$ cat src/rtl/frog_progress_tracker.sv
// Frog game progress tracker: nest occupancy, lives and per-frog timer.
// Turns raw collision pulses into the handshaked status lines of the
// game state machine.
//
// Ports:
//   SC_STATEMACHINEGAME_CLOCK_50             system clock
//   SC_STATEMACHINEGAME_RESET_InHigh         async reset, active-high
//   SC_STATEMACHINEGAME_Level_Out            level / screen code (0..3 = play)
//   SC_STATEMACHINEGAME_RESET_FromGame_Point point reset (bit 0)
//   SC_STATEMACHINEGAME_SET_FrogGame         nest acknowledge (bit 0)
//   frog_nest_hit                            one-hot nest entry pulse
//   frog_hazard_hit                          frog hit / drowned pulse
//   SC_STATEMACHINEGAME_WinF_InLow           nest reached, active-low
//   SC_STATEMACHINEGAME_WinL_InLow           level complete, active-high
//   SC_STATEMACHINEGAME_Lose_InLow           game lost, active-high
//   nest_mask                                nest occupancy flags
//   lives                                    lives remaining
//   time_left                                seconds left for this frog
//   frog_respawn                             one-cycle respawn pulse
module frog_progress_tracker #(
    parameter int NEST_COUNT    = 5,
    parameter int LIVES_INIT    = 3,
    parameter int TICKS_PER_SEC = 50_000_000,
    parameter int TIME_BASE     = 30,
    parameter int TIME_STEP     = 5
) (
    input  logic                  SC_STATEMACHINEGAME_CLOCK_50,
    input  logic                  SC_STATEMACHINEGAME_RESET_InHigh,
    input  logic [3:0]            SC_STATEMACHINEGAME_Level_Out,
    input  logic [1:0]            SC_STATEMACHINEGAME_RESET_FromGame_Point,
    input  logic [1:0]            SC_STATEMACHINEGAME_SET_FrogGame,
    input  logic [NEST_COUNT-1:0] frog_nest_hit,
    input  logic                  frog_hazard_hit,
    output logic                  SC_STATEMACHINEGAME_WinF_InLow,
    output logic                  SC_STATEMACHINEGAME_WinL_InLow,
    output logic                  SC_STATEMACHINEGAME_Lose_InLow,
    output logic [NEST_COUNT-1:0] nest_mask,
    output logic [1:0]            lives,
    output logic [5:0]            time_left,
    output logic                  frog_respawn
);

    localparam int PW = (TICKS_PER_SEC > 1) ? $clog2(TICKS_PER_SEC) : 1;
    localparam logic [PW-1:0] P_LAST = PW'(TICKS_PER_SEC - 1);

    typedef enum logic [2:0] {
        IDLE,
        PLAY,
        NEST_REQ,
        LEVEL_DONE,
        DEAD
    } state_t;

    state_t          state;
    logic [PW-1:0]   prescaler;

    logic            point_rst;
    logic            ack;
    logic            playing;
    logic [7:0]      reload_calc;
    logic [5:0]      reload_time;
    logic [NEST_COUNT-1:0] nest_sel;
    logic            nest_any;
    logic            nest_taken;
    logic            tick;
    logic            expire;
    logic            death;

    assign point_rst = SC_STATEMACHINEGAME_RESET_FromGame_Point[0];
    assign ack       = SC_STATEMACHINEGAME_SET_FrogGame[0];
    assign playing   = (SC_STATEMACHINEGAME_Level_Out[3:2] == 2'b00);

    assign reload_calc = 8'(TIME_BASE)
                       - 8'(SC_STATEMACHINEGAME_Level_Out[1:0]) * 8'(TIME_STEP);
    assign reload_time = reload_calc[5:0];

    // x & -x isolates the lowest set bit, so the lowest nest index wins
    assign nest_sel   = frog_nest_hit & (-frog_nest_hit);
    assign nest_any   = |frog_nest_hit;
    assign nest_taken = |(nest_sel & nest_mask);

    // Expiry is the 1 -> 0 step of the seconds counter
    assign tick   = (prescaler == P_LAST);
    assign expire = tick && (time_left == 6'd1);
    assign death  = frog_hazard_hit || expire || (nest_any && nest_taken);

    always_ff @(posedge SC_STATEMACHINEGAME_CLOCK_50 or
                posedge SC_STATEMACHINEGAME_RESET_InHigh) begin
        if (SC_STATEMACHINEGAME_RESET_InHigh) begin
            state                          <= IDLE;
            SC_STATEMACHINEGAME_WinF_InLow <= 1'b1;
            SC_STATEMACHINEGAME_WinL_InLow <= 1'b0;
            SC_STATEMACHINEGAME_Lose_InLow <= 1'b0;
            nest_mask                      <= '0;
            lives                          <= 2'(LIVES_INIT);
            time_left                      <= '0;
            frog_respawn                   <= 1'b0;
            prescaler                      <= '0;
        end else if (point_rst) begin
            state                          <= IDLE;
            SC_STATEMACHINEGAME_WinF_InLow <= 1'b1;
            SC_STATEMACHINEGAME_WinL_InLow <= 1'b0;
            SC_STATEMACHINEGAME_Lose_InLow <= 1'b0;
            nest_mask                      <= '0;
            lives                          <= 2'(LIVES_INIT);
            time_left                      <= '0;
            frog_respawn                   <= 1'b0;
            prescaler                      <= '0;
        end else begin
            frog_respawn <= 1'b0;
            unique case (state)
                IDLE: begin
                    if (playing) begin
                        state     <= PLAY;
                        time_left <= reload_time;
                        prescaler <= '0;
                    end
                end
                PLAY: begin
                    if (!playing) begin
                        // Leaving play freezes timer and prescaler
                        state <= IDLE;
                    end else if (death) begin
                        prescaler <= '0;
                        if (lives == 2'd1) begin
                            lives                          <= 2'd0;
                            SC_STATEMACHINEGAME_Lose_InLow <= 1'b1;
                            state                          <= DEAD;
                        end else begin
                            lives        <= lives - 2'd1;
                            frog_respawn <= 1'b1;
                            time_left    <= reload_time;
                        end
                    end else begin
                        if (tick) begin
                            prescaler <= '0;
                            time_left <= time_left - 6'd1;
                        end else begin
                            prescaler <= prescaler + PW'(1);
                        end
                        if (nest_any) begin
                            nest_mask                      <= nest_mask | nest_sel;
                            SC_STATEMACHINEGAME_WinF_InLow <= 1'b0;
                            state                          <= NEST_REQ;
                        end
                    end
                end
                NEST_REQ: begin
                    if (ack) begin
                        SC_STATEMACHINEGAME_WinF_InLow <= 1'b1;
                        frog_respawn                   <= 1'b1;
                        time_left                      <= reload_time;
                        prescaler                      <= '0;
                        if (&nest_mask) begin
                            SC_STATEMACHINEGAME_WinL_InLow <= 1'b1;
                            state                          <= LEVEL_DONE;
                        end else begin
                            state <= PLAY;
                        end
                    end
                end
                LEVEL_DONE: state <= LEVEL_DONE;
                DEAD:       state <= DEAD;
                default:    state <= IDLE;
            endcase
        end
    end

endmodule
$ cat config.mk
export PLATFORM = sky130hd
export DESIGN_NAME = frog_progress_tracker
export DESIGN_NICKNAME = d
export VERILOG_FILES = /design/src/rtl/frog_progress_tracker.sv
export SDC_FILE = /design/constraint.sdc
export NUM_CORES = 1
export LEC_CHECK = 0
export CAP_MARGIN = 30
export CORE_MARGIN = 2
export CORE_UTILIZATION = 50
export CTS_CLUSTER_DIAMETER = 80
export DETAILED_ROUTE_END_ITERATION = 16
export PLACE_DENSITY = 0.82
export SLEW_MARGIN = 20
export SYNTH_ARGS = -nofsm -noshare
export SYNTH_HDL_FRONTEND = slang
export SYNTH_SLANG_ARGS = --single-unit
$ cat constraint.sdc
create_clock -name SC_STATEMACHINEGAME_CLOCK_50 -period 2.5 [get_ports SC_STATEMACHINEGAME_CLOCK_50]
set_input_delay 0.75 -clock SC_STATEMACHINEGAME_CLOCK_50 [delete_from_list [all_inputs] [get_ports SC_STATEMACHINEGAME_CLOCK_50]]
set_output_delay 0.75 -clock SC_STATEMACHINEGAME_CLOCK_50 [all_outputs]
set_load 0.05 [all_outputs]
After elaboration in Yosys (flattened, before gate mapping). Cells that the tools add are included.

Output and inout bits: 17. Input port bits: 16. Register bits after elaboration: 46.

Equality and inequality tests: 17. Bitwise operators: 3. Reductions and logical operators: 27. Add/subtract/negate cells: 5. $mul: 1. Mux-type cells: 55.

Operator list (number): two-way mux 26 bit (6); case mux 26 bit (3 select lines) (1); two-way mux 6 bit (7); adder 26 x 1 -> 26 bit (second input constant) (1); == test 26 bit (second input constant) (1); two-way mux 5 bit (5); two-way mux 3 bit (7); two-way mux 1 bit (19); case mux 6 bit (3 select lines) (1); AND reduction 4 bit (4); nonzero test 2 bit (8); != test 3 bit (second input constant) (5); case mux 3 bit (5 select lines) (1); two-way mux 2 bit (6); bitwise AND 5 bit (2); != test 5 bit (second input constant) (2); AND reduction 5 bit (2); OR reduction 5 bit (2); != test 4 bit (second input constant) (2); == test 3 x 2 -> 1 bit (second input constant) (2); == test 6 x 1 -> 1 bit (second input constant) (1); AND reduction 3 bit (2); AND reduction 6 bit (1); subtractor 5 x 5 -> 6 bit (first input constant) (1); 16 further kinds (19).

Depth between registers and ports, before layout.
Depth in word-level cells: 10. Depth in mapped cells: 9. Gate-level depth less buffers: 7.

Least setup slack after synthesis. OpenSTA, ideal clock, no wires.

Kind: input to register. Start point: input port frog_nest_hit[1]. End point: register SC_STATEMACHINEGAME_WinF_InLow. Cell stages on the path: 8. Slack: 0.113 ns. Arrival: 2.306 ns. Path buffers: 2. Cell sequence: o41ai_1 a211oi_1 nor2_1 and3_1 buf_6 buf_2 nand3b_1 a211o_1.

Word-level cells in the longest chain between the ends: 8. Elaborated cells between the ends (all ways): 10. Those cells by class: add/sub: 1; eq/ne: 2; bitwise: 2; reduce/logical: 5.

Ends and longest elaborated chain: start: declaration (RTL line 32) `input logic [NEST_COUNT-1:0] frog_nest_hit,`; negator 5 bit (RTL line 78) `assign nest_sel = frog_nest_hit & (-frog_nest_hit);`; bitwise AND 5 bit (RTL line 78); bitwise AND 5 bit (RTL line 80) `assign nest_taken = |(nest_sel & nest_mask);`; OR reduction 5 bit (RTL line 80); logical AND 1 bit (RTL line 85) `assign death = frog_hazard_hit || expire || (nest_any && nest_taken);`; logical OR 1 bit (RTL line 85); != test 3 bit (no line); AND reduction 5 bit (no line) *; end signal: assignment (RTL line 91) `SC_STATEMACHINEGAME_WinF_InLow <= 1'b1;`; end signal: assignment (RTL line 101) `SC_STATEMACHINEGAME_WinF_InLow <= 1'b1;`; end signal: assignment (RTL line 143) `SC_STATEMACHINEGAME_WinF_InLow <= 1'b0;`; end: declaration (RTL line 34) `output logic SC_STATEMACHINEGAME_WinF_InLow,`.

Every way passes the cells marked *; elsewhere a longest branch is shown, timed or not. A chain may end at the register's enable or synchronous reset.

Final worst setup path.
Start point: input port SC_STATEMACHINEGAME_Level_Out[3]. End point: register prescaler[25].

Word-level cells in the longest chain between the ends: 3. Elaborated cells between the ends (all ways): 4. Those cells by class: eq/ne: 2; reduce/logical: 2.

Ends and longest elaborated chain: start: declaration (RTL line 29) `input logic [3:0] SC_STATEMACHINEGAME_Level_Out,`; zero test 2 bit * (RTL line 71) `assign playing = (SC_STATEMACHINEGAME_Level_Out[3:2] == 2'b00);`; != test 3 bit (no line); AND reduction 4 bit (no line) *; end signal: assignment (RTL line 139) `prescaler <= prescaler + PW'(1);`; end: declaration (RTL line 55) `logic [PW-1:0] prescaler;`.

Marked as above.

==> qor.csv <==
stage,metric,value,unit
clock_network,worst-skew pair later-pin latency,310,ps
power_and_ir_drop,PD cells,447.4,nW/um2
sta,RSZ-0062 raised after global routing,true,
sta,post-layout minimum cycle time,2449,ps
power_and_ir_drop,peak supply drop,296.5,uV
setup_path,Worst Path Max Fanout,5,
synthesis,Async SR Flop Fraction,100.0,%
drt,post-DR vias/cell,6.068,
sta,endpoints failing setup,0,
hold_path,Hold WC Path Type,flip-flop to flip-flop,
placed_design,detailed placement HPWL,4.964,mm
grt,overflow left after global routing,0,
die,site row count,26,
finish,Finished Layout Cells,440,
die,effective utilization at floorplan,52.81,%
die,Die W,78.15,um
clock_network,Num CTS Buffers,5,
sta,skew final,8.801,ps
sta,Fin. Hold Viols,0,
setup_path,CP Class,input pin to flip-flop,
placed_design,placer congestion estimate,0.8497,
clock_network,clk root buf,clkbuf_8,
run,Max Cap Violations,0,
power_and_ir_drop,Leak Pwr,1.476,nW
finish,share of cells above drive strength 1,20.54,%
drt,First-pass DRT Iterations,5,
synthesis,number of synthesized register bits,46,
clock_network,"Reg clk slew, reported paths",90,ps
drt,DRC,0,
grt,initial antenna violation count,0,
setup_path,Crit-path slowest cell,clkdlybuf4s50_1,
synthesis,Yosys cell types,60,
sta,final period utilization,97.95,%
setup_path,Critical Path RT,2680,ps
finish,"commonest non-fill, non-tap cell in the layout",dfrtp_1,
finish,final net count,394,
synthesis,Synth warnings,0,
synthesis,Mapped Avg Cell Area,9.102,um2
finish,Ant. Diodes,0,
die,die area,6107,um2
die,core footprint,5205,um2
synthesis,synthesized instance count,302,
setup_path,r2r setup slk,100,ps
finish,"Area growth, synth to finish",31.45,%
synthesis,net count after synthesis,327,
setup_path,crit end category,flip-flop,
clock_network,Clock Sinks,46,
setup_path,delay of the slowest cell on the worst path,430,ps
clock_network,H-tree lvl count,2,
synthesis,Syn Std Cell Area,2749,um2
drt,Routed WL,7.401,mm
setup_path,crit path launch type,input pin,
synthesis,register area share after synthesis,42.01,%
sta,top achievable clock speed,408.4,MHz
synthesis,Post-synth EDFFs,0,
synthesis,predominant post-synthesis flop cell,dfrtp_1,
sta,Worst-Margin Slew,551.8,ps
clock_network,Max clock buf depth,2,
finish,Fillers,397,
grt,first-pass GRT wire length,12.21,mm
power_and_ir_drop,power consumption,1.617,mW
drt,Initial DRC Count,227,
sta,Relative slew margins,62.70,%
setup_path,CP cell instances,"clkdlybuf4s50_1, or3_1, a21oi_2, buf_4, o21ai_1, nor4_2, xnor2_1, nor2_1",
grt,pin count of the biggest net entering global routing,32,
die,Die Ht,78.15,um
status,status,finished clean,
clock_network,TritonCTS clock tree,done,
setup_path,"Data arrival, critical path",2630,ps
drt,vias,2670,
sta,"Slew Viols, Final",0,
die,num ports,33,
finish,most frequent cells in the layout,"dfrtp_1 (43), buf_4 (38), nor2_1 (37)",
grt,vias in the first global route,2652,
drt,ANT nets after route,0,
placed_design,I/O Buffers,30,
grt,GRT Overall Usage,24.90,%
drt,Routed WL per cell,16.82,um
placed_design,# placed instances,431,
[report_power, final]
| part | leakage, nW | internal, mW | switching [mW] |
|---|---|---|---|
| clock | 0.0514 | 0.299 | 0.268 |
| combinational | 0.799 | 0.108 | 0.167 |
| sequential | 0.625 | 0.757 | 0.0182 |
[synthesized netlist by cell type (3+ instances only)]
cell type	n	share of area, %
nand4_1	4	0.91
clkbuf_1	7	0.96
ha_1	9	4.1
xnor2_1	13	4.1
or3_1	5	1.1
dfstp_2	3	2.9
or2_2	3	0.68
o41ai_1	4	1.3
nor2b_1	3	0.68
nand3_1	11	2.0
nand3b_1	3	0.82
a311oi_1	3	0.96
o21ai_1	5	0.91
nand2b_1	3	0.68
o31ai_1	7	1.9
inv_1	17	2.3
o21ai_0	12	2.2
a41oi_1	4	1.3
a211o_1	3	0.96
o211ai_1	3	0.82
dfrtp_1	43	39
nor3_1	14	2.5
nor2_1	40	5.5
and3_1	3	0.68
a21oi_1	9	1.6
nand2_1	25	3.4
nor4_1	4	0.91
[layout make-up]
class                   instances  area, um2  area share [%]
clock inverters                 2      37.54           1.039
inverters                      17      63.81           1.766
well taps                      70      87.58           2.424
flip-flops and latches         46       1155           31.96
clock buffers                   6      72.57           2.008
multi-input cells             230       1593           44.08
repair buffers                 69      604.3           16.72
[worst max-delay path: cells and delay by family]
kind / cells / cell delay, ps
AND/OR/NAND/NOR: 3 / 750
buffers and inverters: 2 / 600
AO/OA/AOI/OAI: 2 / 390
XOR/XNOR: 1 / 160
[through the flow]
stage	setup TNS, ps	setup slack (ps)	util (%)	hold slack [ps]	instance area, um2
after floorplan	0	112.7	-	475.4	2749
after global placement	-15220	-546.5	65.17	485.6	3392
after detailed placement	-16240	-576.0	65.17	500.0	3392
after CTS	0	29.79	68.34	523.7	3557
after global routing	-270.5	-87.77	69.42	539.8	3613
final	0	51.23	69.42	518.3	3613
[state kept, by name, indices dropped and copies added, names as in the netlist]
signal	count
SC_STATEMACHINEGAME_Lose_InLow	1
SC_STATEMACHINEGAME_WinF_InLow	1
SC_STATEMACHINEGAME_WinL_InLow	1
frog_respawn	1
lives	2
nest_mask	5
prescaler	26
state	3
time_left	6
[layer usage]
layer  track usage [%]  vias up  share of wire [%]
li1                  -     1233                  -
met3             4.023       13                4.2
met1             30.64     1334                 42
met2             44.14       90                 52
met5                 0        -                  0
met4             8.947        0                1.6
[cells by family (layout without fill, tap and decap cells)]
kind of cell / Yosys count / count (layout) / synth area share [%]
buffers and inverters: 26 / 94 / 3.869
flip-flops: 46 / 46 / 42.01
XOR/XNOR: 14 / 14 / 4.461
AO/OA/AOI/OAI: 71 / 71 / 18.84
AND/OR/NAND/NOR: 133 / 133 / 25.58
multiplexers: 3 / 3 / 1.138
adder cells (fa/ha/maj): 9 / 9 / 4.097
[final timing paths]
check | cells after the start | start | end
worst min-delay path | 2 | SC_STATEMACHINEGAME_WinL_InLow | SC_STATEMACHINEGAME_WinL_InLow
max in group asynchronous | 3 | SC_STATEMACHINEGAME_RESET_InHigh | time_left[2]
min in group asynchronous | 2 | SC_STATEMACHINEGAME_RESET_InHigh | SC_STATEMACHINEGAME_Lose_InLow
worst max-delay path | 8 | SC_STATEMACHINEGAME_Level_Out[3] | prescaler[25]
worst min register to register | 2 | SC_STATEMACHINEGAME_WinL_InLow | SC_STATEMACHINEGAME_WinL_InLow
worst max register to register | 6 | prescaler[16] | time_left[2]
[timing repair]
item	4_1_cts	5_1_grt
setup buffers	0	1
gates resized for setup	15	9
endpoints found under the setup margin	34	21
hold buffers	0	0
pin swaps	3	4
No activity file was read; power rests on OpenSTA's default activity.
==> edit: new RTL, same flow settings <==
Put one more register stage on the output `nest_mask`, without a reset. The value now appears one clock later. The other outputs are not delayed to match.
--- a/src/rtl/frog_progress_tracker.sv
+++ b/src/rtl/frog_progress_tracker.sv
@@ -52,4 +52,6 @@
     } state_t;
 
+    logic [NEST_COUNT-1:0] nest_mask_s0;
+
     state_t          state;
     logic [PW-1:0]   prescaler;
@@ -78,5 +80,5 @@
     assign nest_sel   = frog_nest_hit & (-frog_nest_hit);
     assign nest_any   = |frog_nest_hit;
-    assign nest_taken = |(nest_sel & nest_mask);
+    assign nest_taken = |(nest_sel & nest_mask_s0);
 
     // Expiry is the 1 -> 0 step of the seconds counter
@@ -92,5 +94,5 @@
             SC_STATEMACHINEGAME_WinL_InLow <= 1'b0;
             SC_STATEMACHINEGAME_Lose_InLow <= 1'b0;
-            nest_mask                      <= '0;
+            nest_mask_s0                   <= '0;
             lives                          <= 2'(LIVES_INIT);
             time_left                      <= '0;
@@ -102,5 +104,5 @@
             SC_STATEMACHINEGAME_WinL_InLow <= 1'b0;
             SC_STATEMACHINEGAME_Lose_InLow <= 1'b0;
-            nest_mask                      <= '0;
+            nest_mask_s0                   <= '0;
             lives                          <= 2'(LIVES_INIT);
             time_left                      <= '0;
@@ -140,5 +142,5 @@
                         end
                         if (nest_any) begin
-                            nest_mask                      <= nest_mask | nest_sel;
+                            nest_mask_s0                   <= nest_mask_s0 | nest_sel;
                             SC_STATEMACHINEGAME_WinF_InLow <= 1'b0;
                             state                          <= NEST_REQ;
@@ -152,5 +154,5 @@
                         time_left                      <= reload_time;
                         prescaler                      <= '0;
-                        if (&nest_mask) begin
+                        if (&nest_mask_s0) begin
                             SC_STATEMACHINEGAME_WinL_InLow <= 1'b1;
                             state                          <= LEVEL_DONE;
@@ -167,3 +169,7 @@
     end
 
+    always_ff @(posedge SC_STATEMACHINEGAME_CLOCK_50) begin
+        nest_mask <= nest_mask_s0;
+    end
+
 endmodule
Function: changed (Yosys sat finds a counterexample within 4 cycles, from zero or initial values and one cycle with SC_STATEMACHINEGAME_RESET_InHigh high).
==> edit against the original RTL <==
Area after synthesis increased by 4.9%. Sequential share of layout area increased by 3.0 points. Combinational power is 5% lower. Sequential cell count rose by 5. Global-route usage down 2.7 points. Cell area decreased by 0.73%. First-iteration DRC count decreased by 18%. Critical endpoint is now SC_STATEMACHINEGAME_WinF_InLow. Wire length down 8.9%. Clock skew about the same. Total power increased by 4.7%. Core utilization is 4.7 points lower. Largest cell class unchanged. Sequential power is 10% higher. Worst setup slack better by 0.029 ns.
==> edit: results (changes against the original RTL) <==
** Outcome
- Outcome :: finished, final reports clean (unchanged)

** Logic synthesis
- Share of synthesized area spent on multiplexers :: 0.00347 (was 0.0114)
- Primary flip-flop cell chosen by synthesis mapping :: sky130_fd_sc_hd__dfrtp_1 (unchanged)
- The sequential share of the synthesized area was 0.435 (was 0.420).
- Share of synthesized flip-flops with an asynchronous set or reset :: 0.902 (was 1.00)
- Synth unique cells :: 55 (was 60)
- Top post-synthesis cells by area :: sky130_fd_sc_hd__dfrtp_1, sky130_fd_sc_hd__nor2_1, sky130_fd_sc_hd__ha_1 (was sky130_fd_sc_hd__dfrtp_1, sky130_fd_sc_hd__nor2_1, sky130_fd_sc_hd__xnor2_1)
- Number of nets in the synthesized netlist :: 337 (was 327)
- Top post-synthesis cells by count: sky130_fd_sc_hd__dfrtp_1, sky130_fd_sc_hd__nor2_1, sky130_fd_sc_hd__nand2_1 (unchanged).
- Adder-cell share of the synthesized area :: 0.0390 (was 0.0410)
- Synth Area in Compound Gates :: 0.158 (was 0.188)
- Post-synthesis xor/xnor area fraction :: 0.0668 (was 0.0446)

** Min path
- Number of cells on the worst hold path :: 0 (was 2)
- The start point of the worst min-delay path was nest_mask_s0[1] (was SC_STATEMACHINEGAME_WinL_InLow).
- Hold EP :: nest_mask[1] (was SC_STATEMACHINEGAME_WinL_InLow)

** Critical path
- Register-to-register setup slack :: 0.15 ns (was 0.10 ns)
- The maximum fanout along the worst path was 2 (was 5).
- The endpoint of the most critical register-to-register path is prescaler[12] (was time_left[2]).
- CP top delay family :: buffers and inverters (was simple AND/OR/NAND/NOR gates)
- Delay of the slowest cell on the worst path :: 0.80 ns (was 0.43 ns)

** Final layout
- The filler cell count in the final layout came to 457 (was 397).
- Registers with the most flip-flops: prescaler (26), time_left (6) (was prescaler (26), time_left (6), nest_mask (5)).
- The proportion of layout cells with a drive suffix above 1 was 0.153 (was 0.205).
- Fin nets :: 391 (was 394)

** Drt
- The final routed wire length divided by cell count is 15.4 um (was 16.8 um).
- The DRC marker count from the first detailed-route iteration came to 187 (was 227).

** Power
- Cell leakage power :: 1.50 nW (was 1.48 nW)
- Worst IR Drop VDD :: 258 uV (was 297 uV)

** Global route
- Pin count of the biggest net entering global routing :: 47 (was 32)
- The number of global-route vias before repair is 2509 (was 2652).
- The overall routing resource usage is 0.222 (was 0.249).
- The global-route wire length before repair came to 11.2 mm (was 12.2 mm).

** STA
- Largest clock skew in the final design :: 0.00850 ns (was 0.00880 ns)
- The relative max-transition margin came to 0.641 (was 0.627).

** Placement
- The estimated wirelength of the detail-placed design was 4.75 mm (was 4.96 mm).
- The routability congestion estimate from global placement is 0.913 (was 0.850).

** CTS
- Gates resized, CTS repair :: 0 (was 15)
[edit: cell count changes after synthesis, moves of 4 or more]
| cell | unedited run | this run |
|---|---|---|
| sky130_fd_sc_hd__o21ai_1 | 5 | 0 |
| sky130_fd_sc_hd__and3_1 | 3 | 9 |
| sky130_fd_sc_hd__o31ai_1 | 7 | 0 |
| sky130_fd_sc_hd__inv_1 | 17 | 13 |
| sky130_fd_sc_hd__a41oi_1 | 4 | 0 |
| sky130_fd_sc_hd__a21o_1 | 0 | 5 |
| sky130_fd_sc_hd__o21ai_0 | 12 | 8 |
| sky130_fd_sc_hd__xor2_1 | 1 | 11 |
| sky130_fd_sc_hd__dfxtp_1 | 0 | 5 |
| sky130_fd_sc_hd__clkbuf_1 | 7 | 11 |
| sky130_fd_sc_hd__nand4_1 | 4 | 9 |
[edit: metrics by stage]
stage               total power (W)  instance area [um2]  instances  worst slack, ns  hold WS, ns
global placement            0.00112                 3450        431           -0.201        0.412
global route                0.00176                 3590        439          -0.0417        0.468
finish                      0.00169                 3590        439           0.0802        0.443
floorplan                   0.00102                 2880        312            0.207        0.388
detailed placement          0.00113                 3450        431           -0.261        0.429
CTS                         0.00170                 3560        439           0.0502        0.451
[edit: area by class of cell]
cell class              count  area, um2  area share
clock buffers               6       72.6      0.0202
clock inverters             2       37.5      0.0105
inverters                  13       48.8      0.0136
multi-input cells         234       1540       0.429
flip-flops and latches     51       1250       0.350
well taps                  72       90.1      0.0251
repair buffers             61        546       0.152
[edit: kinds of logic after synthesis]
| group | count (synthesis) |
|---|---|
| muxes | 1 |
| adders and majority gates | 9 |
| AOI/OAI and AO/OA | 59 |
| and+or+nand+nor | 143 |
| buffers and inverters | 27 |
| DFF | 51 |
| xor gates and xnor gates | 22 |
[edit: metal layers]
metal  vias to the layer above  global-route usage  part of all wire
met3                        11              0.0362             0.044
met5                         -                   0                 0
li1                       1224                   -                 -
met4                         0              0.0797             0.018
met1                      1233               0.300              0.47
met2                        68               0.358              0.47
[edit: worst max-delay path by stage]
stage | start | endpoint | slack (ns) | cells past startpoint
floorplan | frog_nest_hit[1] | time_left[3] | 0.21 | 7
global placement | frog_nest_hit[0] | time_left[3] | -0.20 | 7
detailed placement | frog_nest_hit[0] | time_left[4] | -0.26 | 7
CTS | frog_nest_hit[0] | time_left[2] | 0.05 | 7
global route | frog_nest_hit[0] | time_left[3] | -0.04 | 8
finish | SC_STATEMACHINEGAME_WinF_InLow | SC_STATEMACHINEGAME_WinF_InLow | 0.08 | 1
[edit: power breakdown]
group | total, W | switching, W | leakage (nW) | internal, W
combinational | 0.000261 | 0.000155 | 0.780 | 0.000106
clock | 0.000577 | 0.000278 | 0.0514 | 0.000299
sequential | 0.000854 | 0.0000175 | 0.665 | 0.000837
